`config.mk`:
```
export PLATFORM = sky130hd
export DESIGN_NAME = rs_syndrome_calc_flat
export DESIGN_NICKNAME = d
export VERILOG_FILES = /design/src/rtl/rs_syndrome_calc_if.sv /design/src/rtl/rs_syndrome_calc.sv /design/src/flat_wrapper.sv
export SDC_FILE = /design/constraint.sdc
export NUM_CORES = 1
export LEC_CHECK = 0
export BUFFER_PORTS_ARGS = -buffer_cell sky130_fd_sc_hd__buf_2
export CAP_MARGIN = 20
export CORE_MARGIN = 3
export CORE_UTILIZATION = 55
export DETAILED_ROUTE_END_ITERATION = 6
export PLACE_DENSITY = 0.86
export SYNTH_ARGS = -nofsm -noshare
export SYNTH_HDL_FRONTEND = slang
export SYNTH_SLANG_ARGS = --single-unit
```
`constraint.sdc`:
```
create_clock -name clk -period 10.3 [get_ports clk]
set_clock_uncertainty 0.05 [all_clocks]
set_input_delay 1.03 -clock clk [delete_from_list [all_inputs] [get_ports clk]]
set_output_delay 1.03 -clock clk [all_outputs]
set_load 0.05 [all_outputs]
```
`src/rtl/rs_syndrome_calc_if.sv`:
```
// Streaming handshake bundle for the Reed-Solomon syndrome stage: symbol input
// and syndrome-bundle output channels.
interface rs_syndrome_calc_if #(
   parameter int unsigned T = 8
);
   logic              in_valid;
   logic              in_ready;
   logic [7:0]        in_data;
   logic              in_last;
   logic              syn_valid;
   logic              syn_ready;
   logic [16*T-1:0]   syn_data;
   logic              syn_nonzero;
   logic              len_err;

   modport master (
      output in_valid, in_data, in_last, syn_ready,
      input  in_ready, syn_valid, syn_data, syn_nonzero, len_err
   );

   modport slave (
      input  in_valid, in_data, in_last, syn_ready,
      output in_ready, syn_valid, syn_data, syn_nonzero, len_err
   );
endinterface

```
`src/rtl/rs_syndrome_calc.sv`:
```
// Streaming RS syndrome calculator over GF(2^8)/0x11B, alpha = 0x03, Horner form.
// Optional length checking is enabled with macro RS_SYN_LEN_CHECK_EN.
module rs_syndrome_calc #(
   parameter int unsigned T   = 8,
   parameter int unsigned N   = 255,
   parameter int unsigned FCR = 0
) (
   input logic               clk,
   input logic               rst,
   rs_syndrome_calc_if.slave bus
);

   localparam int unsigned NumSyn = 2 * T;

   typedef enum logic [1:0] {
      StIdle,
      StAccum,
      StDone
   } state_e;

   // Carry-less 8x8 product followed by reduction of the 15-bit result.
   function automatic logic [7:0] gf_mul(input logic [7:0] a, input logic [7:0] b);
      logic [14:0] p;
      p = '0;
      for (int i = 0; i < 8; i++) begin
         if (b[i]) p = p ^ (15'(a) << i);
      end
      for (int i = 14; i >= 8; i--) begin
         if (p[i]) p = p ^ (15'(9'h11B) << (i - 8));
      end
      return p[7:0];
   endfunction

   function automatic logic [7:0] gf_pow(input int unsigned e);
      logic [7:0]  r;
      logic [7:0]  base;
      int unsigned x;
      r    = 8'h01;
      base = 8'h03;
      x    = e % 255;
      for (int b = 0; b < 8; b++) begin
         if (((x >> b) & 1) != 0) r = gf_mul(r, base);
         base = gf_mul(base, base);
      end
      return r;
   endfunction

   if (N < 2 || N > 255) begin : g_bad_n
      $error("rs_syndrome_calc: N must lie in 2..255");
   end

   state_e     state_q, state_d;
   logic [7:0] syn_q [NumSyn];
   logic [7:0] syn_d [NumSyn];
   logic [7:0] horner [NumSyn];
   logic [7:0] cnt_q, cnt_d;
   logic       nz_q, nz_d;
   logic [7:0] cnt_inc;
   logic       accept;
   logic       end_cw;
   logic       any_nz;
   logic [16*T-1:0] syn_flat;

   for (genvar j = 0; j < NumSyn; j++) begin : g_root
      localparam logic [7:0] Root = gf_pow(FCR + j);
      assign horner[j] = gf_mul(syn_q[j], Root) ^ bus.in_data;
   end

   assign bus.in_ready  = (state_q != StDone);
   assign bus.syn_valid = (state_q == StDone);
   assign accept        = bus.in_valid && bus.in_ready;
   assign cnt_inc       = (state_q == StIdle) ? 8'd1 :
                          (cnt_q == 8'hFF)    ? 8'hFF : cnt_q + 8'd1;

`ifdef RS_SYN_LEN_CHECK_EN
   localparam logic [7:0] NLen = 8'(N);
   logic len_err_q, len_err_d;

   // Reaching N symbols without in_last also closes the codeword.
   assign end_cw      = bus.in_last || (cnt_inc == NLen);
   assign bus.len_err = len_err_q;

   always_comb begin
      len_err_d = len_err_q;
      if (accept && end_cw) begin
         len_err_d = bus.in_last ? (cnt_inc != NLen) : 1'b1;
      end else if (state_q == StDone && bus.syn_ready) begin
         len_err_d = 1'b0;
      end
   end

   always_ff @(posedge clk or posedge rst) begin
      if (rst) begin
         len_err_q <= 1'b0;
      end else begin
         len_err_q <= len_err_d;
      end
   end
`else
   assign end_cw      = bus.in_last;
   assign bus.len_err = 1'b0;
`endif

   always_comb begin
      state_d = state_q;
      syn_d   = syn_q;
      cnt_d   = cnt_q;
      nz_d    = nz_q;
      any_nz  = 1'b0;
      unique case (state_q)
         StIdle, StAccum: begin
            if (accept) begin
               for (int unsigned j = 0; j < NumSyn; j++) begin
                  syn_d[j] = (state_q == StIdle) ? bus.in_data : horner[j];
                  any_nz   = any_nz | (|syn_d[j]);
               end
               cnt_d = cnt_inc;
               if (end_cw) begin
                  state_d = StDone;
                  nz_d    = any_nz;
               end else begin
                  state_d = StAccum;
               end
            end
         end
         StDone: begin
            if (bus.syn_ready) begin
               state_d = StIdle;
               cnt_d   = 8'd0;
            end
         end
         default: state_d = StIdle;
      endcase
   end

   always_comb begin
      syn_flat = '0;
      for (int unsigned j = 0; j < NumSyn; j++) begin
         syn_flat[8*j +: 8] = syn_q[j];
      end
   end

   assign bus.syn_data    = syn_flat;
   assign bus.syn_nonzero = nz_q;

   always_ff @(posedge clk or posedge rst) begin
      if (rst) begin
         state_q <= StIdle;
         cnt_q   <= 8'd0;
         nz_q    <= 1'b0;
         for (int unsigned j = 0; j < NumSyn; j++) begin
            syn_q[j] <= 8'd0;
         end
      end else begin
         state_q <= state_d;
         cnt_q   <= cnt_d;
         nz_q    <= nz_d;
         syn_q   <= syn_d;
      end
   end

endmodule
```
`src/flat_wrapper.sv`:
```
// flat-port wrapper written by rule: the top's interface ports become plain ports
module rs_syndrome_calc_flat 
#(
   parameter int unsigned T   = 8,
   parameter int unsigned N   = 255,
   parameter int unsigned FCR = 0
)
  (clk, rst, bus_in_valid, bus_in_data, bus_in_last, bus_syn_ready, bus_in_ready, bus_syn_valid, bus_syn_data, bus_syn_nonzero, bus_len_err);
  rs_syndrome_calc_if #(.T(T)) bus_i ();
  input logic clk;
  input logic rst;
  input wire logic [$bits(bus_i.in_valid)-1:0] bus_in_valid;
  input wire logic [$bits(bus_i.in_data)-1:0] bus_in_data;
  input wire logic [$bits(bus_i.in_last)-1:0] bus_in_last;
  input wire logic [$bits(bus_i.syn_ready)-1:0] bus_syn_ready;
  output wire logic [$bits(bus_i.in_ready)-1:0] bus_in_ready;
  output wire logic [$bits(bus_i.syn_valid)-1:0] bus_syn_valid;
  output wire logic [$bits(bus_i.syn_data)-1:0] bus_syn_data;
  output wire logic [$bits(bus_i.syn_nonzero)-1:0] bus_syn_nonzero;
  output wire logic [$bits(bus_i.len_err)-1:0] bus_len_err;
  assign bus_i.in_valid = bus_in_valid;
  assign bus_i.in_data = bus_in_data;
  assign bus_i.in_last = bus_in_last;
  assign bus_i.syn_ready = bus_syn_ready;
  assign bus_in_ready = bus_i.in_ready;
  assign bus_syn_valid = bus_i.syn_valid;
  assign bus_syn_data = bus_i.syn_data;
  assign bus_syn_nonzero = bus_i.syn_nonzero;
  assign bus_len_err = bus_i.len_err;
  rs_syndrome_calc #(.T(T), .N(N), .FCR(FCR)) u_core (.clk(clk), .rst(rst), .bus(bus_i));
endmodule
```
# [Word level (Yosys, flattened, before mapping)]
# Index checks and enable logic that the tools add are counted.
[op_classes] n_reduce_logical=22 eq_ne=5 muxes=125 n_bitwise=177
[ops] operator="NOT 4 bit" n=105
[ops] operator="2-to-1 mux 8 bit" n=31
[ops] operator="2-to-1 mux 11 bit" n=15
[ops] operator="2-to-1 mux 10 bit" n=15
[ops] operator="2-to-1 mux 9 bit" n=15
[ops] operator="OR reduction 8 bit" n=16
[ops] operator="bitwise XOR 8 bit" n=16
[ops] operator="2-to-1 mux 7 bit" n=15
[ops] operator="2-to-1 mux 6 bit" n=15
[ops] operator="bitwise XOR 15 x 13 -> 15 bit" n=6
[ops] operator="2-to-1 mux 5 bit" n=15
[ops] operator="bitwise XOR 15 x 12 -> 15 bit" n=5
[ops] operator="bitwise XOR 15 x 14 -> 15 bit" n=4
[ops] operator="bitwise XOR 15 x 11 -> 15 bit" n=3
[ops] operator="bitwise XOR 15 bit" n=3
[ops] operator="bitwise XOR 8 x 9 -> 9 bit" n=5
[ops] operator="bitwise XOR 15 x 10 -> 15 bit" n=2
[ops] operator="bitwise XOR 8 x 10 -> 10 bit" n=3
[ops] operator="bitwise XOR 11 x 12 -> 12 bit" n=2
[ops] operator="bitwise XOR 9 x 12 -> 12 bit" n=2
[ops] operator="bitwise XOR 9 x 10 -> 10 bit" n=2
[ops] operator="OR 1 bit" n=15
[ops] operator="bitwise XOR 13 x 15 -> 15 bit" n=1
[ops] operator="bitwise XOR 8 x 13 -> 13 bit" n=1
[ops] operator="13 further kinds" n=17
[word_totals] input_bits=13 word_cells=347 output_inout_bits=132 register_bits=131

# [Depth between registers and ports, before layout]
[depth] depth_word=33 mapped_depth=12

# [Worst setup path before layout]
# Ideal clock, no wire load.
[synth_timing] path_kind="input-to-reg" start="input bus_in_data[0]" end="register u_core.nz_q, in the netlist u_core.bus.syn_nonzero" required_ns=10.114 path_stages=9 setup_slack_ns=7.270 setup_ns=0.136 arrival_ns=2.845 path_buffers=4 path_cell_list="clkbuf_1 -> clkbuf_1 -> buf_2 -> buf_1 -> xnor2_1 -> o32ai_1 -> nor2_1 -> nor4_1 -> a31oi_1"
[synth_between] elab_chain_cells=18
[synth_rtl] item="start: declaration" line="flat_wrapper.sv:13" text="input wire logic [$bits(bus_i.in_data)-1:0] bus_in_data;"
[synth_rtl] item="bitwise XOR 8 bit" line="rs_syndrome_calc.sv:66" text="assign horner[j] = gf_mul(syn_q[j], Root) ^ bus.in_data;"
[synth_rtl] item="2-to-1 mux 8 bit" line="rs_syndrome_calc.sv:114" text="syn_d[j] = (state_q == StIdle) ? bus.in_data : horner[j];"
[synth_rtl] item="OR reduction 8 bit" line="rs_syndrome_calc.sv:115" text="any_nz = any_nz | (|syn_d[j]);"
[synth_rtl] item="OR 1 bit (14 in series)" line="rs_syndrome_calc.sv:115"
[synth_rtl] item="OR 1 bit *" line="rs_syndrome_calc.sv:115"
[synth_rtl] item="end signal: assignment" line="rs_syndrome_calc.sv:157" text="nz_q <= nz_d;"
[synth_rtl] item="end: declaration" line="rs_syndrome_calc.sv:57" text="logic nz_q, nz_d;"
# Every way passes the cells marked *; elsewhere a longest branch is shown, timed or not.
# A chain may end at the register's enable or synchronous reset.

# [Worst setup path in the final report]
[layout_timing] start="register u_core.state_q[1]" end="register u_core.nz_q, in the netlist u_core.bus.syn_nonzero"
[layout_between] elab_chain_cells=18
[layout_rtl] item="start: declaration" line="rs_syndrome_calc.sv:52" text="state_e state_q, state_d;"
[layout_rtl] item="start signal: assignment" line="rs_syndrome_calc.sv:148" text="state_q <= StIdle;"
[layout_rtl] item="start signal: assignment" line="rs_syndrome_calc.sv:155" text="state_q <= state_d;"
[layout_rtl] item="logical NOT 2 bit"
[layout_rtl] item="2-to-1 mux 8 bit" line="rs_syndrome_calc.sv:114"
[layout_rtl] item="OR reduction 8 bit" line="rs_syndrome_calc.sv:115"
[layout_rtl] item="OR 1 bit (15 in series)" line="rs_syndrome_calc.sv:115"
# Parallel ways exist; a longest one is shown, timed or not.

==> impl_metrics.csv <==
group,metric,value,unit
global_route,grt-ovfl-total,0,
layout,antennaDiodeCount,0,
placement,io_buffers,143,
sta,setup_viol,0,
worst_setup_path,reg2reg_to,"u_core.bus.syn_nonzero",
worst_setup_path,path_delay_family,"simple AND/OR/NAND/NOR gates",
worst_setup_path,critPathRequiredTime,10.55,ns
placement,gp_congestion,0.998,
floorplanning,core_area,0.0206,mm²
route,drc,0,
sta,worst_pin_slew,0.905,ns
yosys,synthDistinctLibCells,73,
worst_setup_path,crit_type,"register to register",
yosys,ys_async_sr_fraction,100,%
route,avgViaCountPerCell,6.44,
route,drt-pass1-iter-count,7,
route,final_antenna_net_count,0,
yosys,synth_most_common_cell,"xnor2_1",
yosys,syn_avg_cell_area,8.00,µm²
route,vias,11599,
hold_path,hp-start,"u_core.bus.syn_data[63]",
floorplanning,die_w,152,µm
run,maxCapViolations,0,
global_route,grt_pass1_wl,62900,µm
yosys,netlist_top_cells_count,"xnor2_1 (236), nor2_1 (172), nand2_1 (167)",
clock_network,htreeDepth,4,
worst_setup_path,cpMostUsedCell,"buf_4",
route,drtIter0Drc,1833,
worst_setup_path,rrSetupSlack,6.39,ns
route,wl_per_cell,22.6,µm
worst_setup_path,cp_max_fo,89,
yosys,synth_fp_nets,1489,
worst_setup_path,r2r-start,"u_core.state_q[1]",
sta,finalMaxSlewViolations,0,
worst_setup_path,reg2reg_depth,9,
floorplanning,ioPinCount,145,
yosys,synth_edf_count,0,
sta,fin_crit,3.91,ns
route,wl,40700,µm
placement,dp_hpwl,28200,µm
layout,seqCellArea,0.00328,mm²
yosys,synth-seq-cells,131,
global_route,grt_usage,34.1,%
worst_setup_path,critPathCaptureType,"register",
layout,instances_no_fill,1800,
sta,fmax,256,MHz
yosys,synth_flop_cell,"dfrtp_1",
placement,placed_cells,1767,
layout,final_nets,1530,
clock_network,cts_setup_buffers,0,
global_route,grt_pass1_vias,10766,
global_route,antenna_found_initial,1,
clock_network,cts_inserted_buffers,17,
clock_network,clockRootBuffer,"clkbuf_16",
floorplanning,dieArea,0.0233,mm²
global_route,grt_max_degree,114,
worst_setup_path,cp_slowest_cell,"buf_4",
sta,hold_viol,0,
yosys,netlist_area,0.0118,mm²
yosys,synth_area_leader_cell,"dfrtp_1",
worst_setup_path,path_buf_inv,2,
yosys,synth_top_area_share,27.8,%
worst_setup_path,path_cells,"nor2_4 -> buf_4 -> buf_4 -> nor3_1 -> a2111oi_4 -> o2111ai_1 -> or4_1 -> nor4_1 -> a31oi_1",
sta,relSlewSlack,39.7,%
clock_network,cts_sinks,131,
yosys,synth_area_leaders,"dfrtp_1 (28%), xnor2_1 (18%), o21ai_0 (5.8%)",
clock_network,cts_tree,"done",
worst_setup_path,critPathLaunchType,"register",
clock_network,cts.clk_slew.worst_paths,0.06,ns
layout,n_fill_cell,1747,
clock_network,clock_latency,0.44,ns
yosys,seq_area_frac_synth,27.8,%
hold_path,holdPathStages,2,
yosys,ys_warn_count,0,
clock_network,cts_resized,0,
sta,period_share,38.0,%
floorplanning,die_h,152,µm
floorplanning,initial_core_util,57.2,%
worst_setup_path,critPathArrivalTime,4.16,ns
sta,fin_ws,6.39,ns
hold_path,hold_class,"register to register",
run_status,status,"finished clean",
hold_path,hold_end,"u_core.bus.syn_data[63]",
layout,multiInputGateArea,0.00795,mm²
clock_network,clock_path_buffers,2,
sta,final.setup.tns,0,ns
clock_network,holdBufCountCts,0,
yosys,postSynthCellCount,1476,
sta,rsz0062_at_grt,"false",
layout,drive_above_1_share,14.1,%
placement,pre_cts_slack,6.35,ns
floorplanning,row_count,52,
layout,area_delta_synth_final,10.8,%
worst_setup_path,max_stage_delay,0.79,ns
[state kept, by name (all words and copies together), names as in the netlist]
signal,flops
u_core.bus.syn_data,128
u_core.state_q,2
u_core.bus.syn_nonzero,1
[cell usage in the layout (no fill, tap or decap), types with 3 or more instances in the layout]
cell	instances
a32oi_1	4
o22a_1	14
or4_1	3
o21a_1	5
clkinv_4	4
xor3_1	5
xor2_1	50
nor3_1	27
nor2b_1	8
nand2b_1	3
dfrtp_1	131
nand3_1	28
a21oi_1	104
and2_1	3
nor4bb_1	4
o22ai_1	25
buf_2	143
xnor2_1	236
or3_1	6
nor2_1	171
nand2_1	167
inv_1	13
nand4_1	8
clkinv_2	4
and3_1	5
clkbuf_16	17
xnor3_1	26
o31ai_1	8
nor4_1	13
buf_4	14
bufinv_16	3
a211oi_1	16
o21ai_0	137
mux2i_1	20
or2_2	9
o2111ai_1	4
o211ai_1	6
o32ai_1	15
o31a_1	3
a31oi_1	14
[through the flow]
step / hold WS, ns / util [%] / instance area [µm²]
6_report: 0.485 / 63.4 / 13100
5_1_grt: 0.525 / 63.4 / 13100
4_1_cts: 0.505 / 63.3 / 13100
3_5_place_dp: 0.491 / 60.4 / 12500
3_3_place_gp: 0.456 / 60.4 / 12500
2_1_floorplan: 0.642 / - / 11800
[layout make-up]
type | instances | share of cell area (%)
clock buffer | 19 | 3.39
clock inverter | 13 | 1.22
inverter | 15 | 0.469
multi-input combinational | 1194 | 60.8
sequential | 131 | 25.1
tap | 270 | 2.58
timing repair buffer | 158 | 6.48
[cells by family (layout without fill, tap and decap cells)]
kind of cell / count (synthesis) / after routing / share of synthesized area [%]
compound gates: 379 / 379 / 19.5
xor+xnor: 321 / 321 / 27.9
buf+inv: 151 / 205 / 5.05
flops: 131 / 131 / 27.8
mux: 24 / 24 / 2.27
other cells: 1 / 1 / 0.0318
simple gates: 469 / 469 / 17.5
[per-layer routing]
metal	vias to the layer above	wire [µm]	global-route usage (%)
met1	5492	15600	46.3
met5	-	19	0
met2	782	18500	53.2
met3	153	4890	8.12
met4	2	1760	12.8
li1	5170	-	-
[worst max path at each step]
stage	start	endpoint	slack, ns	cells past startpoint
finish	u_core.state_q[1]	u_core.bus.syn_nonzero	6.39	9
detailed placement	bus_in_data[3]	u_core.bus.syn_nonzero	6.35	9
global route	u_core.state_q[1]	u_core.bus.syn_nonzero	6.26	9
CTS	u_core.state_q[1]	u_core.bus.syn_nonzero	6.49	9
floorplan	rst	u_core.bus.syn_data[0]	5.72	1
global placement	bus_in_data[6]	u_core.bus.syn_nonzero	6.39	10
[worst min-delay path: stages, from the launching register on]
cell and delay, ns:
dfrtp_1 0.37, nand2_1 0.05, o21ai_0 0.07
Power is not shown: default switching activity piles up to over one toggle a cycle in this logic, so the estimate is an artifact.
